$ cat src/rtl/chord_sequencer_if.sv
// chord_sequencer_if: song ROM port plus note-issue port of the chord sequencer.
// master = the sequencer, slave = the ROM / dispatcher / transport side.
interface chord_sequencer_if #(
   parameter int SONG_AW = 5
);
   logic                 play_enable;
   logic                 beat;
   logic [1:0]           song;
   logic                 player_available;
   logic [15:0]          rom_data;
   logic [SONG_AW+1:0]   rom_addr;
   logic [5:0]           note_to_load;
   logic [5:0]           duration;
   logic                 new_note;
   logic                 song_done;

   modport master (
      input  play_enable, beat, song, player_available, rom_data,
      output rom_addr, note_to_load, duration, new_note, song_done
   );

   modport slave (
      output play_enable, beat, song, player_available, rom_data,
      input  rom_addr, note_to_load, duration, new_note, song_done
   );
endinterface

$ cat src/rtl/chord_sequencer.sv
// chord_sequencer: walks a song in a synchronous ROM and issues notes to the
// chord dispatcher whenever a voice is free; advance entries wait for beats.
// Optional build macro CHORD_SEQ_LOOP_EN: at the end of a song, pulse
// song_done for one cycle and restart from entry 0 instead of stopping.
module chord_sequencer #(
   parameter int SONG_AW = 5,
   parameter int HOLDOFF = 2
) (
   input  logic              clk,
   input  logic              reset,
   chord_sequencer_if.master bus
);

   localparam int HW = (HOLDOFF > 1) ? $clog2(HOLDOFF) : 1;

   typedef enum logic [2:0] {
      S_FETCH,
      S_ROMWAIT,
      S_DECODE,
      S_WAITPLAYER,
      S_ISSUE,
      S_HOLD,
      S_WAITBEATS,
      S_DONE
   } state_t;

   state_t             state;
   logic [SONG_AW-1:0] idx;
   logic [SONG_AW-1:0] idx_inc;
   logic [1:0]         song_q;
   logic [5:0]         beat_cnt;
   logic [HW-1:0]      hold_cnt;
   logic [5:0]         note_q;
   logic [5:0]         dur_q;

   logic               song_change;
   logic               end_marker;
   logic               entry_done;
   logic               song_end;
   logic               unused_rom_bits;

   assign idx_inc         = idx + SONG_AW'(1);
   assign song_change     = (bus.song != song_q);
   assign end_marker      = (state == S_DECODE) && bus.rom_data[15] && (bus.rom_data[8:3] == 6'd0);
   assign song_end        = end_marker || (entry_done && (idx == '1));
   assign unused_rom_bits = ^bus.rom_data[2:0];

   // Flag the cycle in which the current entry has finished and idx should move on.
   always_comb begin
      // NOTE: assign a default before the case so no path leaves entry_done unassigned (no latch).
      entry_done = 1'b0;
      case (state)
         S_ISSUE:     entry_done = (HOLDOFF == 0);
         S_HOLD:      entry_done = (hold_cnt == '0);
         S_WAITBEATS: entry_done = bus.beat && (beat_cnt == 6'd1);
         default:     entry_done = 1'b0;
      endcase
   end

   // Sequencer FSM with registered ROM address and note outputs.
   always_ff @(posedge clk or negedge reset) begin
      if (!reset) begin
         state             <= S_FETCH;
         idx               <= '0;
         song_q            <= '0;
         beat_cnt          <= '0;
         hold_cnt          <= '0;
         note_q            <= '0;
         dur_q             <= '0;
         bus.rom_addr      <= '0;
         bus.note_to_load  <= '0;
         bus.duration      <= '0;
         bus.new_note      <= 1'b0;
         bus.song_done     <= 1'b0;
      end else begin
         // NOTE: non-blocking everywhere here; new_note defaults low so it can only ever be a one-cycle strobe.
         bus.new_note <= 1'b0;
`ifdef CHORD_SEQ_LOOP_EN
         bus.song_done <= 1'b0;
`endif
         if (song_change) begin
            // A new song wins over everything, including an issue decided this cycle.
            song_q        <= bus.song;
            idx           <= '0;
            beat_cnt      <= '0;
            hold_cnt      <= '0;
            bus.song_done <= 1'b0;
            bus.rom_addr  <= {bus.song, {SONG_AW{1'b0}}};
            state         <= S_FETCH;
         end else if (bus.play_enable) begin
            if (song_end) begin
               bus.song_done <= 1'b1;
`ifdef CHORD_SEQ_LOOP_EN
               idx          <= '0;
               bus.rom_addr <= {song_q, {SONG_AW{1'b0}}};
               state        <= S_FETCH;
`else
               state        <= S_DONE;
`endif
            end else if (entry_done) begin
               idx          <= idx_inc;
               bus.rom_addr <= {song_q, idx_inc};
               state        <= S_FETCH;
            end else begin
               case (state)
                  S_FETCH:   state <= S_ROMWAIT;
                  S_ROMWAIT: state <= S_DECODE;
                  S_DECODE: begin
                     if (!bus.rom_data[15]) begin
                        note_q <= bus.rom_data[14:9];
                        dur_q  <= bus.rom_data[8:3];
                        state  <= S_WAITPLAYER;
                     end else begin
                        // Zero wait is the end marker and is handled by song_end.
                        beat_cnt <= bus.rom_data[8:3];
                        state    <= S_WAITBEATS;
                     end
                  end
                  S_WAITPLAYER: begin
                     if (bus.player_available) begin
                        bus.new_note     <= 1'b1;
                        bus.note_to_load <= note_q;
                        bus.duration     <= dur_q;
                        state            <= S_ISSUE;
                     end
                  end
                  S_ISSUE: begin
                     hold_cnt <= HW'(HOLDOFF - 1);
                     state    <= S_HOLD;
                  end
                  S_HOLD:      hold_cnt <= hold_cnt - HW'(1);
                  S_WAITBEATS: if (bus.beat) beat_cnt <= beat_cnt - 6'd1;
                  S_DONE:      state <= S_DONE;
                  default:     state <= S_FETCH;
               endcase
            end
         end
      end
   end

endmodule

$ cat src/flat_wrapper.sv
// flat-port wrapper written by rule: the top's interface ports become plain ports
module chord_sequencer_flat 
#(
   parameter int SONG_AW = 5,
   parameter int HOLDOFF = 2
)
  (clk, reset, bus_play_enable, bus_beat, bus_song, bus_player_available, bus_rom_data, bus_rom_addr, bus_note_to_load, bus_duration, bus_new_note, bus_song_done);
  chord_sequencer_if #(.SONG_AW(SONG_AW)) bus_i ();
  input  logic clk;
  input  logic reset;
  input wire logic [$bits(bus_i.play_enable)-1:0] bus_play_enable;
  input wire logic [$bits(bus_i.beat)-1:0] bus_beat;
  input wire logic [$bits(bus_i.song)-1:0] bus_song;
  input wire logic [$bits(bus_i.player_available)-1:0] bus_player_available;
  input wire logic [$bits(bus_i.rom_data)-1:0] bus_rom_data;
  output wire logic [$bits(bus_i.rom_addr)-1:0] bus_rom_addr;
  output wire logic [$bits(bus_i.note_to_load)-1:0] bus_note_to_load;
  output wire logic [$bits(bus_i.duration)-1:0] bus_duration;
  output wire logic [$bits(bus_i.new_note)-1:0] bus_new_note;
  output wire logic [$bits(bus_i.song_done)-1:0] bus_song_done;
  assign bus_i.play_enable = bus_play_enable;
  assign bus_i.beat = bus_beat;
  assign bus_i.song = bus_song;
  assign bus_i.player_available = bus_player_available;
  assign bus_i.rom_data = bus_rom_data;
  assign bus_rom_addr = bus_i.rom_addr;
  assign bus_note_to_load = bus_i.note_to_load;
  assign bus_duration = bus_i.duration;
  assign bus_new_note = bus_i.new_note;
  assign bus_song_done = bus_i.song_done;
  chord_sequencer #(.SONG_AW(SONG_AW), .HOLDOFF(HOLDOFF)) u_core (.clk(clk), .reset(reset), .bus(bus_i));
endmodule
$ cat config.mk
export PLATFORM = sky130hd
export DESIGN_NAME = chord_sequencer_flat
export DESIGN_NICKNAME = d
export VERILOG_FILES = /design/src/rtl/chord_sequencer_if.sv /design/src/rtl/chord_sequencer.sv /design/src/flat_wrapper.sv
export SDC_FILE = /design/constraint.sdc
export NUM_CORES = 1
export LEC_CHECK = 0
export ABC_CLOCK_PERIOD_IN_PS = 7000
export BUFFER_PORTS_ARGS = -buffer_cell sky130_fd_sc_hd__buf_2
export CELL_PAD_IN_SITES_DETAIL_PLACEMENT = 2
export CELL_PAD_IN_SITES_GLOBAL_PLACEMENT = 2
export CORE_AREA = 4 4 82 84
export DETAILED_ROUTE_END_ITERATION = 16
export DIE_AREA = 0 0 86 88
export PLACE_DENSITY = 0.85
export SETUP_SLACK_MARGIN = 0.05
export SYNTH_ARGS = -nofsm -noshare
export SYNTH_HDL_FRONTEND = slang
export SYNTH_SLANG_ARGS = --single-unit
$ cat constraint.sdc
create_clock -name clk -period 7 [get_ports clk]
set_clock_uncertainty 0.15 [all_clocks]
set_input_delay 0.35 -clock clk [delete_from_list [all_inputs] [get_ports clk]]
set_output_delay 0.35 -clock clk [all_outputs]
set_load 0.03 [all_outputs]
Yosys cells after proc, flatten, opt, wreduce, memory -nomap -nowiden
Cells that the tools add are included.
{"block": "word_totals", "wordCells": 92, "reg_bits": 50, "in_bits": 23, "out_inout_bits": 21}
{"block": "classes", "n_reduce_logical": 20, "bitwise_logic": 5, "add_sub_neg": 3, "n_mux": 37, "n_eq_ne": 15}
{"operator": "$mux 6", "count": 6}
{"operator": "$mux 7", "count": 4}
{"operator": "$mux 5", "count": 4}
{"operator": "$mux 3", "count": 6}
{"operator": "$pmux 3 s6", "count": 1}
{"operator": "$reduce_and 6->1", "count": 3}
{"operator": "$mux 1", "count": 13}
{"operator": "$eq 3x3->1 const B", "count": 4}
{"operator": "$pmux 6 s2", "count": 1}
{"operator": "$reduce_bool 9->1", "count": 1}
{"operator": "$eq 3x2->1 const B", "count": 2}
{"operator": "$eq 6x1->1 const B", "count": 1}
{"operator": "$logic_not 6->1", "count": 1}
{"operator": "$ne 3x2->1 const B", "count": 2}
{"operator": "$reduce_and 3->1", "count": 2}
{"operator": "$reduce_bool 2->1", "count": 3}
{"operator": "$reduce_bool 3->1", "count": 2}
{"operator": "$sub 6x1->6 const B", "count": 1}
{"operator": "$add 5x1->5 const B", "count": 1}
{"operator": "$eq 5x5->1 const B", "count": 1}
{"operator": "$ne 5x2->1 const B", "count": 1}
{"operator": "$not 1->1", "count": 5}
{"operator": "$logic_and 1x1->1", "count": 4}
{"operator": "$ne 2x1->1 const B", "count": 2}
{"operator": "other kinds (8)", "count": 9}

Depth between registers and ports, before layout
Gate-level depths: netlist (run 1).
{"block": "depth", "word_depth": 8, "ltp_mapped": 9}

Worst setup path after synthesis (run 1)
Ideal clock, no wire load.
{"block": "synth_timing", "path_type": "register -> register", "from": "register u_core.beat_cnt[2]", "to": "register u_core.bus.duration[0]", "setup_ns": 0.125, "t_arrival_ns": 2.038, "path_slack_ns": 4.687, "stages_incl_launch_ff": 8, "required_time_ns": 6.725, "cell_sequence": "dfrtp_1 > or3_4 > o41ai_4 > nor2_1 > and3_1 > buf_6 > buf_12 > mux2_4"}
{"block": "synth_between", "elab_chain_len": 7}
{"element": "start, declared", "line_no": "chord_sequencer.sv:31", "text": "logic [5:0] beat_cnt;"}
{"element": "start signal, assigned", "line_no": "chord_sequencer.sv:115", "text": "beat_cnt <= bus.rom_data[8:3];"}
{"element": "start signal, assigned", "line_no": "chord_sequencer.sv:132", "text": "S_WAITBEATS: if (bus.beat) beat_cnt <= beat_cnt - 6'd1;"}
{"element": "$eq 6x1->1 *", "line_no": "chord_sequencer.sv:55", "text": "S_WAITBEATS: entry_done = bus.beat && (beat_cnt == 6'd1);"}
{"element": "$logic_and 1x1->1 *", "line_no": "chord_sequencer.sv:55"}
{"element": "$pmux 1 s2 *", "line_no": "chord_sequencer.sv:52", "text": "case (state)"}
{"element": "$logic_and 1x1->1", "line_no": "chord_sequencer.sv:45", "text": "assign song_end = end_marker || (entry_done && (idx == '1));"}
{"element": "$logic_or 1x1->1", "line_no": "chord_sequencer.sv:45"}
{"element": "$not 1->1 (no source line)"}
{"element": "$reduce_and 6->1 (no source line) *"}
{"element": "end signal, assigned", "line_no": "chord_sequencer.sv:123", "text": "bus.duration <= dur_q;"}
{"element": "end, declared", "line_no": "chord_sequencer_if.sv:19", "text": "output rom_addr, note_to_load, duration, new_note, song_done"}
Mark *: on every way between the ends. The rest lies on a longest branch, timed or not.
A chain may end at the register's enable or synchronous reset.

Worst setup path in the final report (run 1)
{"block": "layout_timing", "from": "register u_core.state[1]", "to": "register u_core.dur_q[2]"}
{"block": "layout_between", "elab_chain_len": 6}
{"element": "start, declared", "line_no": "chord_sequencer.sv:27", "text": "state_t state;"}
{"element": "start signal, assigned", "line_no": "chord_sequencer.sv:63", "text": "state <= S_FETCH;"}
{"element": "start signal, assigned", "line_no": "chord_sequencer.sv:89", "text": "state <= S_FETCH;"}
{"element": "start signal, assigned", "line_no": "chord_sequencer.sv:98", "text": "state <= S_DONE;"}
{"element": "$eq 3x3->1 / $eq 3x2->1 (equally long branches)", "line_no": "chord_sequencer.sv:52, chord_sequencer.sv:44, chord_sequencer.sv:105"}
{"element": "$pmux 1 s2 / $logic_and 1x1->1 (equally long branches)", "line_no": "chord_sequencer.sv:52, chord_sequencer.sv:44"}
{"element": "$logic_and 1x1->1 (on tied branches)", "line_no": "chord_sequencer.sv:45, chord_sequencer.sv:44"}
{"element": "$logic_or 1x1->1", "line_no": "chord_sequencer.sv:45"}
{"element": "$not 1->1 (no source line)"}
{"element": "$reduce_and 6->1 (no source line) *"}
{"element": "end signal, assigned", "line_no": "chord_sequencer.sv:111", "text": "dur_q <= bus.rom_data[8:3];"}
{"element": "end, declared", "line_no": "chord_sequencer.sv:34", "text": "logic [5:0] dur_q;"}
Marked as above.

==> metrics.cfg, run 1 <==
[run_status]
status = finished clean

[setup_path]
path_class = flop to flop
rrSetupSlack_ns = 4.18
max_stage_delay_ns = 0.85
critical_path.cell_chain = nand4bb_1 > o41ai_4 > nand2b_1 > nor3_2 > mux2_2
crit_required_ns = 7.05
crit_fanout = 13
arrival_ns = 2.87
critPathLaunchType = flop
cp_slowest_cell = nor3_2
crit_path_end_kind = flop

[cells_and_area]
seq_area_mm2 = 0.00113
synthToLayoutAreaGrowth_pct = 14.6
drive_gt1_frac = 0.338
instances_no_fill = 309
diodes = 0
mostFrequentLayoutCell = dfrtp_1
num-fill-cells = 633
nets = 260
finish.instance_area_mm2 = 0.00258
multiInputGateArea_mm2 = 0.00104
mostFrequentLayoutCells = 45 x dfrtp_1, 40 x buf_2, 17 x mux2_2
fin_util = 0.435

[floorplan]
pin_count = 44
core_area_mm2 = 0.00592
rows = 28
initial_core_util = 0.380
dieArea_mm2 = 0.00757
fp.dieW_um = 86
die_h_um = 88

[timing]
fmax_mhz = 354
final-hold-violation-count = 0
grt_setup_unrepaired = false
tns_ns = 0
period_share = 0.403
worst_slack_ns = 4.18
fin_crit_ns = 2.82
final_max_slew_viol_count = 0
worstMarginPinSlew_ns = 1.05
setup_violations = 0
slew_headroom = 0.293

[route]
routed_wirelength_um = 5750
drt_iter0_markers = 54
wl_per_cell_um = 18.6
vias = 1649
drtAntennaViolNets = 0
viasPerCell = 5.34
drc_errors = 0
dr.pass1.iters = 4

[clock_network]
cts_sinks = 45
clockBufferDepth = 2
cts_tree = yes
cts_setup_buffers = 0
clockRootBuffer = clkbuf_8
cts_buffers = 5
clock_latency_ns = 0.30
cts_resized = 0
cts.clk_slew.worst_paths_ns = 0.09
cts_hold_buf = 0
h-tree-depth = 2

[synthesis]
synthDominantCellAreaShare = 0.501
synth-seq-cells = 45
yosys_warnings = 0
yosysSeqAreaShare = 0.501
synth_area_per_cell_um2 = 11.5
syn_nets = 223
synth_cells = 196
ys.flop_type = dfrtp_1
synthTopCellsByArea = dfrtp_1 50%, mux2_2 8.5%, mux2_4 6.0%, a21oi_1 3.1%, nand2_1 2.3%
synth-async-reset-ratio = 1.00
synth_largest_area_cell = dfrtp_1
synth_edf_count = 0
synth_area_mm2 = 0.00225
synth_cell_types = 46

[grt]
grt_pass1_vias = 1862
grt_pass1_wl_um = 9630
grt_usage = 0.166
grt_overflow = 0
antenna_found_initial = 0
grt_max_degree = 46

[min_path]
hp-class = primary input to flop

[pwr]
power.net_switching_mw = 0.164
power.leakage_nw = 1.24
switching_share = 0.292
vdd_ir_drop_max_mv = 0.120
p_comb_frac = 0.157
clockPowerShare = 0.293
sequentialPowerShare = 0.550
power_density_mw_per_mm2 = 219
internal-power_mw = 0.400

[placed_design]
dpl_cell_area_mm2 = 0.00248
dp_cells = 301
numPortBuffers = 40
dp_hpwl_um = 4150
place.gp.congestion = 0.842
post-place-ws_ns = 4.17

[job]
max_cap_viol_count = 0

worst paths after layout:
kind	startpoint	to	depth (start not counted)
min	bus_song[0]	u_core.song_q[0]	1
min in group asynchronous	reset	u_core.beat_cnt[2]	1
max	u_core.state[1]	u_core.dur_q[2]	5
max reg2reg	u_core.state[1]	u_core.dur_q[2]	5
min reg2reg	u_core.bus.song_done	u_core.bus.song_done	1
max in group asynchronous	reset	u_core.beat_cnt[4]	1
flip-flops by register name, indices dropped and copies added, names as in the netlist:
name and cells:
u_core.beat_cnt 6, u_core.bus.song_done 1, u_core.bus.new_note 1, u_core.bus.note_to_load 6, u_core.bus.rom_addr 7, u_core.song_q 2
u_core.dur_q 6, u_core.hold_cnt 1, u_core.bus.duration 6, u_core.note_q 6, u_core.state 3
layout make-up:
type	instances	share of cell area
flip-flops and latches	45	0.437
inverters	7	0.0102
clock buffers	5	0.0267
multi-input cells	134	0.403
repair buffers	40	0.0777
clock inverters	3	0.00874
well taps	75	0.0364
power by group through the flow:
| stage | sequential, mW | combinational [mW] | clock (mW) |
|---|---|---|---|
| after CTS | 0.310 | 0.0901 | 0.171 |
| after global routing | 0.315 | 0.0992 | 0.186 |
| final | 0.310 | 0.0885 | 0.165 |
| after global placement | 0.312 | 0.0857 | 0 |
| after detailed placement | 0.315 | 0.0891 | 0 |
| after floorplan | 0.312 | 0.0588 | 0 |
stage by stage:
step           total power [mW]  hold WS, ns
2_1_floorplan             0.371      -0.0956
3_3_place_gp              0.397        0.320
3_5_place_dp              0.405        0.326
4_1_cts                   0.571       0.0332
5_1_grt                   0.600       0.0311
6_report                  0.564       0.0348
critical path, delay by kind of cell (launching register included):
family / cells / cell delay (ns)
AO/OA/AOI/OAI: 1 / 0.18
flip-flops: 1 / 0.59
multiplexers: 1 / 0.42
AND/OR/NAND/NOR: 3 / 1.36
synthesized netlist by cell type, types with 3 or more instances:
library cell and count:
mux2_2 17, nand2_1 14, clkbuf_1 7, ha_1 4, o21a_1 6, nor3_1 4, nand3_1 4, nor2_1 13
o21ai_0 8, inv_1 7, xor2_1 4, mux2_4 9, dfrtp_1 45, and3_1 3, a21oi_1 14
metal layers:
metal,part of all wire,up-vias,wire [µm],track usage
li1,-,781,-,-
met1,0.44,830,2550,0.210
met4,0.013,0,74,0.0561
met2,0.51,33,2950,0.286
met3,0.031,5,180,0.0301
met5,0,-,0,0
cell families after synthesis:
group,after synthesis,synth area share
AND/OR/NAND/NOR,54,0.130
flip-flops,45,0.501
AO/OA/AOI/OAI,43,0.135
multiplexers,27,0.150
buffers and inverters,17,0.0395
XOR/XNOR,6,0.0234
adder cells (fa/ha/maj),4,0.0223
No activity file was read; power rests on OpenSTA's default activity.
==> run 2: changes to the inputs <==
--- a/config.mk
+++ b/config.mk
@@ -5,14 +5,15 @@
 export SDC_FILE = /design/constraint.sdc
 export NUM_CORES = 1
 export LEC_CHECK = 0
-export ABC_CLOCK_PERIOD_IN_PS = 7000
+export ABC_AREA = 1
+export ABC_CLOCK_PERIOD_IN_PS = 2550
 export BUFFER_PORTS_ARGS = -buffer_cell sky130_fd_sc_hd__buf_2
 export CELL_PAD_IN_SITES_DETAIL_PLACEMENT = 2
 export CELL_PAD_IN_SITES_GLOBAL_PLACEMENT = 2
-export CORE_AREA = 4 4 82 84
+export CORE_AREA = 4 4 97 99
 export DETAILED_ROUTE_END_ITERATION = 16
-export DIE_AREA = 0 0 86 88
-export PLACE_DENSITY = 0.85
+export DIE_AREA = 0 0 101 103
+export PLACE_DENSITY = 0.76
 export SETUP_SLACK_MARGIN = 0.05
 export SYNTH_ARGS = -nofsm -noshare
 export SYNTH_HDL_FRONTEND = slang
==> constraint.sdc (replaced) <==
create_clock -name clk -period 2.55 [get_ports clk]
set_clock_uncertainty 0.15 [all_clocks]
set_input_delay 0.1275 -clock clk [delete_from_list [all_inputs] [get_ports clk]]
set_output_delay 0.1275 -clock clk [all_outputs]
set_load 0.03 [all_outputs]
==> metrics.cfg, run 2 <==
[route]
wl_per_cell_um = 16.2
routed_wirelength_um = 7730
drtAntennaViolNets = 0
viasPerCell = 4.81
drc_errors = 0
dr.pass1.iters = 4
vias = 2296
drt_iter0_markers = 83

[grt]
grt_pass1_vias = 2574
grt_max_degree = 25
grt_usage = 0.161
grt_overflow = 0
grt_pass1_wl_um = 13100
antenna_found_initial = 0

[clock_network]
cts_setup_buffers = 0
cts_resized = 0
clockBufferDepth = 2
clock_latency_ns = 0.29
cts_hold_buf = 15
cts_buffers = 5
cts_tree = yes
h-tree-depth = 2
clockRootBuffer = clkbuf_8
cts.clk_slew.worst_paths_ns = 0.08
cts_sinks = 45

[synthesis]
synth-async-reset-ratio = 1.00
ys.flop_type = dfrtp_1
yosysSeqAreaShare = 0.467
synth_area_mm2 = 0.00241
synth_edf_count = 0
yosysMostFrequentCell = nand2_1
synth_largest_area_cell = dfrtp_1
synth_cells = 312
syn_nets = 339
netlist_top_cells_count = 133 x nand2_1, 45 x dfrtp_1, 30 x nor2_1
yosys_warnings = 0
synthDominantCellAreaShare = 0.467
synth_cell_types = 30
synth_area_per_cell_um2 = 7.73
synthTopCellsByArea = dfrtp_1 47%, nand2_1 21%, nor2_1 4.7%, nand4_1 3.9%, nand3_1 3.3%
synth-seq-cells = 45

[cells_and_area]
drive_gt1_frac = 0.192
fin_util = 0.347
largest_register_ffs = 7
finish.instance_area_mm2 = 0.00297
top_register = u_core.bus.rom_addr
nets = 395
num-fill-cells = 1025
synthToLayoutAreaGrowth_pct = 23.1
mostFrequentLayoutCell = nand2_1
multiInputGateArea_mm2 = 0.00110
diodes = 0
seq_area_mm2 = 0.00113
mostFrequentLayoutCells = 133 x nand2_1, 45 x dfrtp_1, 40 x buf_2

[timing]
fin_crit_ns = 2.15
grt_setup_unrepaired = false
setup_violations = 0
period_share = 0.844
tns_ns = 0
worst_slack_ns = 0.397
fmax_mhz = 465
slew_headroom = 0.625
final-hold-violation-count = 0
hold_ws_ns = 0.0566
worstMarginPinSlew_ns = 0.563
final_max_slew_viol_count = 0

[pwr]
vdd_ir_drop_max_mv = 0.173
sequentialPowerShare = 0.477
power.leakage_nw = 1.67
switching_share = 0.301
p_comb_frac = 0.196
internal-power_mw = 1.22
power.net_switching_mw = 0.523
power_density_mw_per_mm2 = 586
clockPowerShare = 0.326

[floorplan]
rows = 34
die_h_um = 103
initial_core_util = 0.282
fp.dieW_um = 101
dieArea_mm2 = 0.0104
core_area_mm2 = 0.00855
pin_count = 44

[setup_path]
startpoint = u_core.bus.rom_addr[0]
critical_path.top_delay_family = simple AND/OR/NAND/NOR gates
critPathLaunchType = flop
crit_top_cell = nand2_1
critical_path.cell_chain = ha_1 > nand2_1 > nor2_1 > ha_1 > inv_1 > nand2_1 > nand3_2 > nand3_1 > nand2_1 > nand2_1
crit_required_ns = 2.58
cp_slowest_cell = dfrtp_1
crit_path_end_kind = flop
max_stage_delay_ns = 0.42
arrival_ns = 2.19
crit_buf_inv = 1
path_class = flop to flop
reg2reg_from = u_core.bus.rom_addr[0]
crit_fanout = 9

[job]
max_cap_viol_count = 0

[min_path]
min_from = bus_play_enable
hp-class = primary input to flop

[placed_design]
place.gp.congestion = 0.857
dp_hpwl_um = 5620
numPortBuffers = 40
dpl_cell_area_mm2 = 0.00270
post-place-ws_ns = 0.447

[run_status]
status = finished clean

run 2: layout make-up:
cell class / count / area share
clock buffer: 7 / 0.0291
clock inverter: 1 / 0.0101
inverter: 25 / 0.0333
multi-input combinational: 230 / 0.370
sequential: 45 / 0.379
tap: 108 / 0.0455
timing repair buffer: 61 / 0.133
run 2: power by group through the flow:
stage                     Combinational (mW)  Clock (mW)  Sequential [mW]
after floorplan                        0.199           0            0.853
after global placement                 0.308           0            0.836
after detailed placement               0.323           0            0.843
after CTS                              0.345       0.590            0.830
after global routing                   0.389       0.625            0.839
final                                  0.341       0.568            0.830
run 2: kinds of logic after synthesis:
group | Yosys count | share of synthesized area
and+or+nand+nor | 207 | 0.384
xor gates and xnor gates | 4 | 0.0145
buffers and inverters | 37 | 0.0783
adders and majority gates | 4 | 0.0207
DFF | 45 | 0.467
AOI/OAI and AO/OA | 15 | 0.0353
run 2: worst paths after layout:
kind	to	slack (ns)	cells past startpoint
max	u_core.bus.rom_addr[4]	0.40	10
min	u_core.bus.song_done	0.06	3
max reg2reg	u_core.bus.rom_addr[4]	0.40	10
min reg2reg	u_core.bus.duration[4]	0.33	2
max in group asynchronous	u_core.bus.rom_addr[4]	1.33	3
min in group asynchronous	u_core.bus.note_to_load[5]	0.21	2
run 2: tightest hold or removal path, stage by stage:
cell and delay, ns:
buf_2 0.07, inv_1 0.10, o21ai_1 0.16
run 2: metrics by stage:
step,power (mW),std cells
after floorplan,1.05,312
after global placement,1.14,454
after detailed placement,1.17,454
after CTS,1.77,477
after global routing,1.85,477
final,1.74,477
run 2: layer usage:
metal | vias to the layer above | GRT usage | wire (µm)
met2 | 39 | 0.292 | 4070
met4 | 0 | 0.0491 | 119
li1 | 1093 | - | -
met5 | - | 0 | 0
met1 | 1156 | 0.193 | 3270
met3 | 8 | 0.0277 | 273
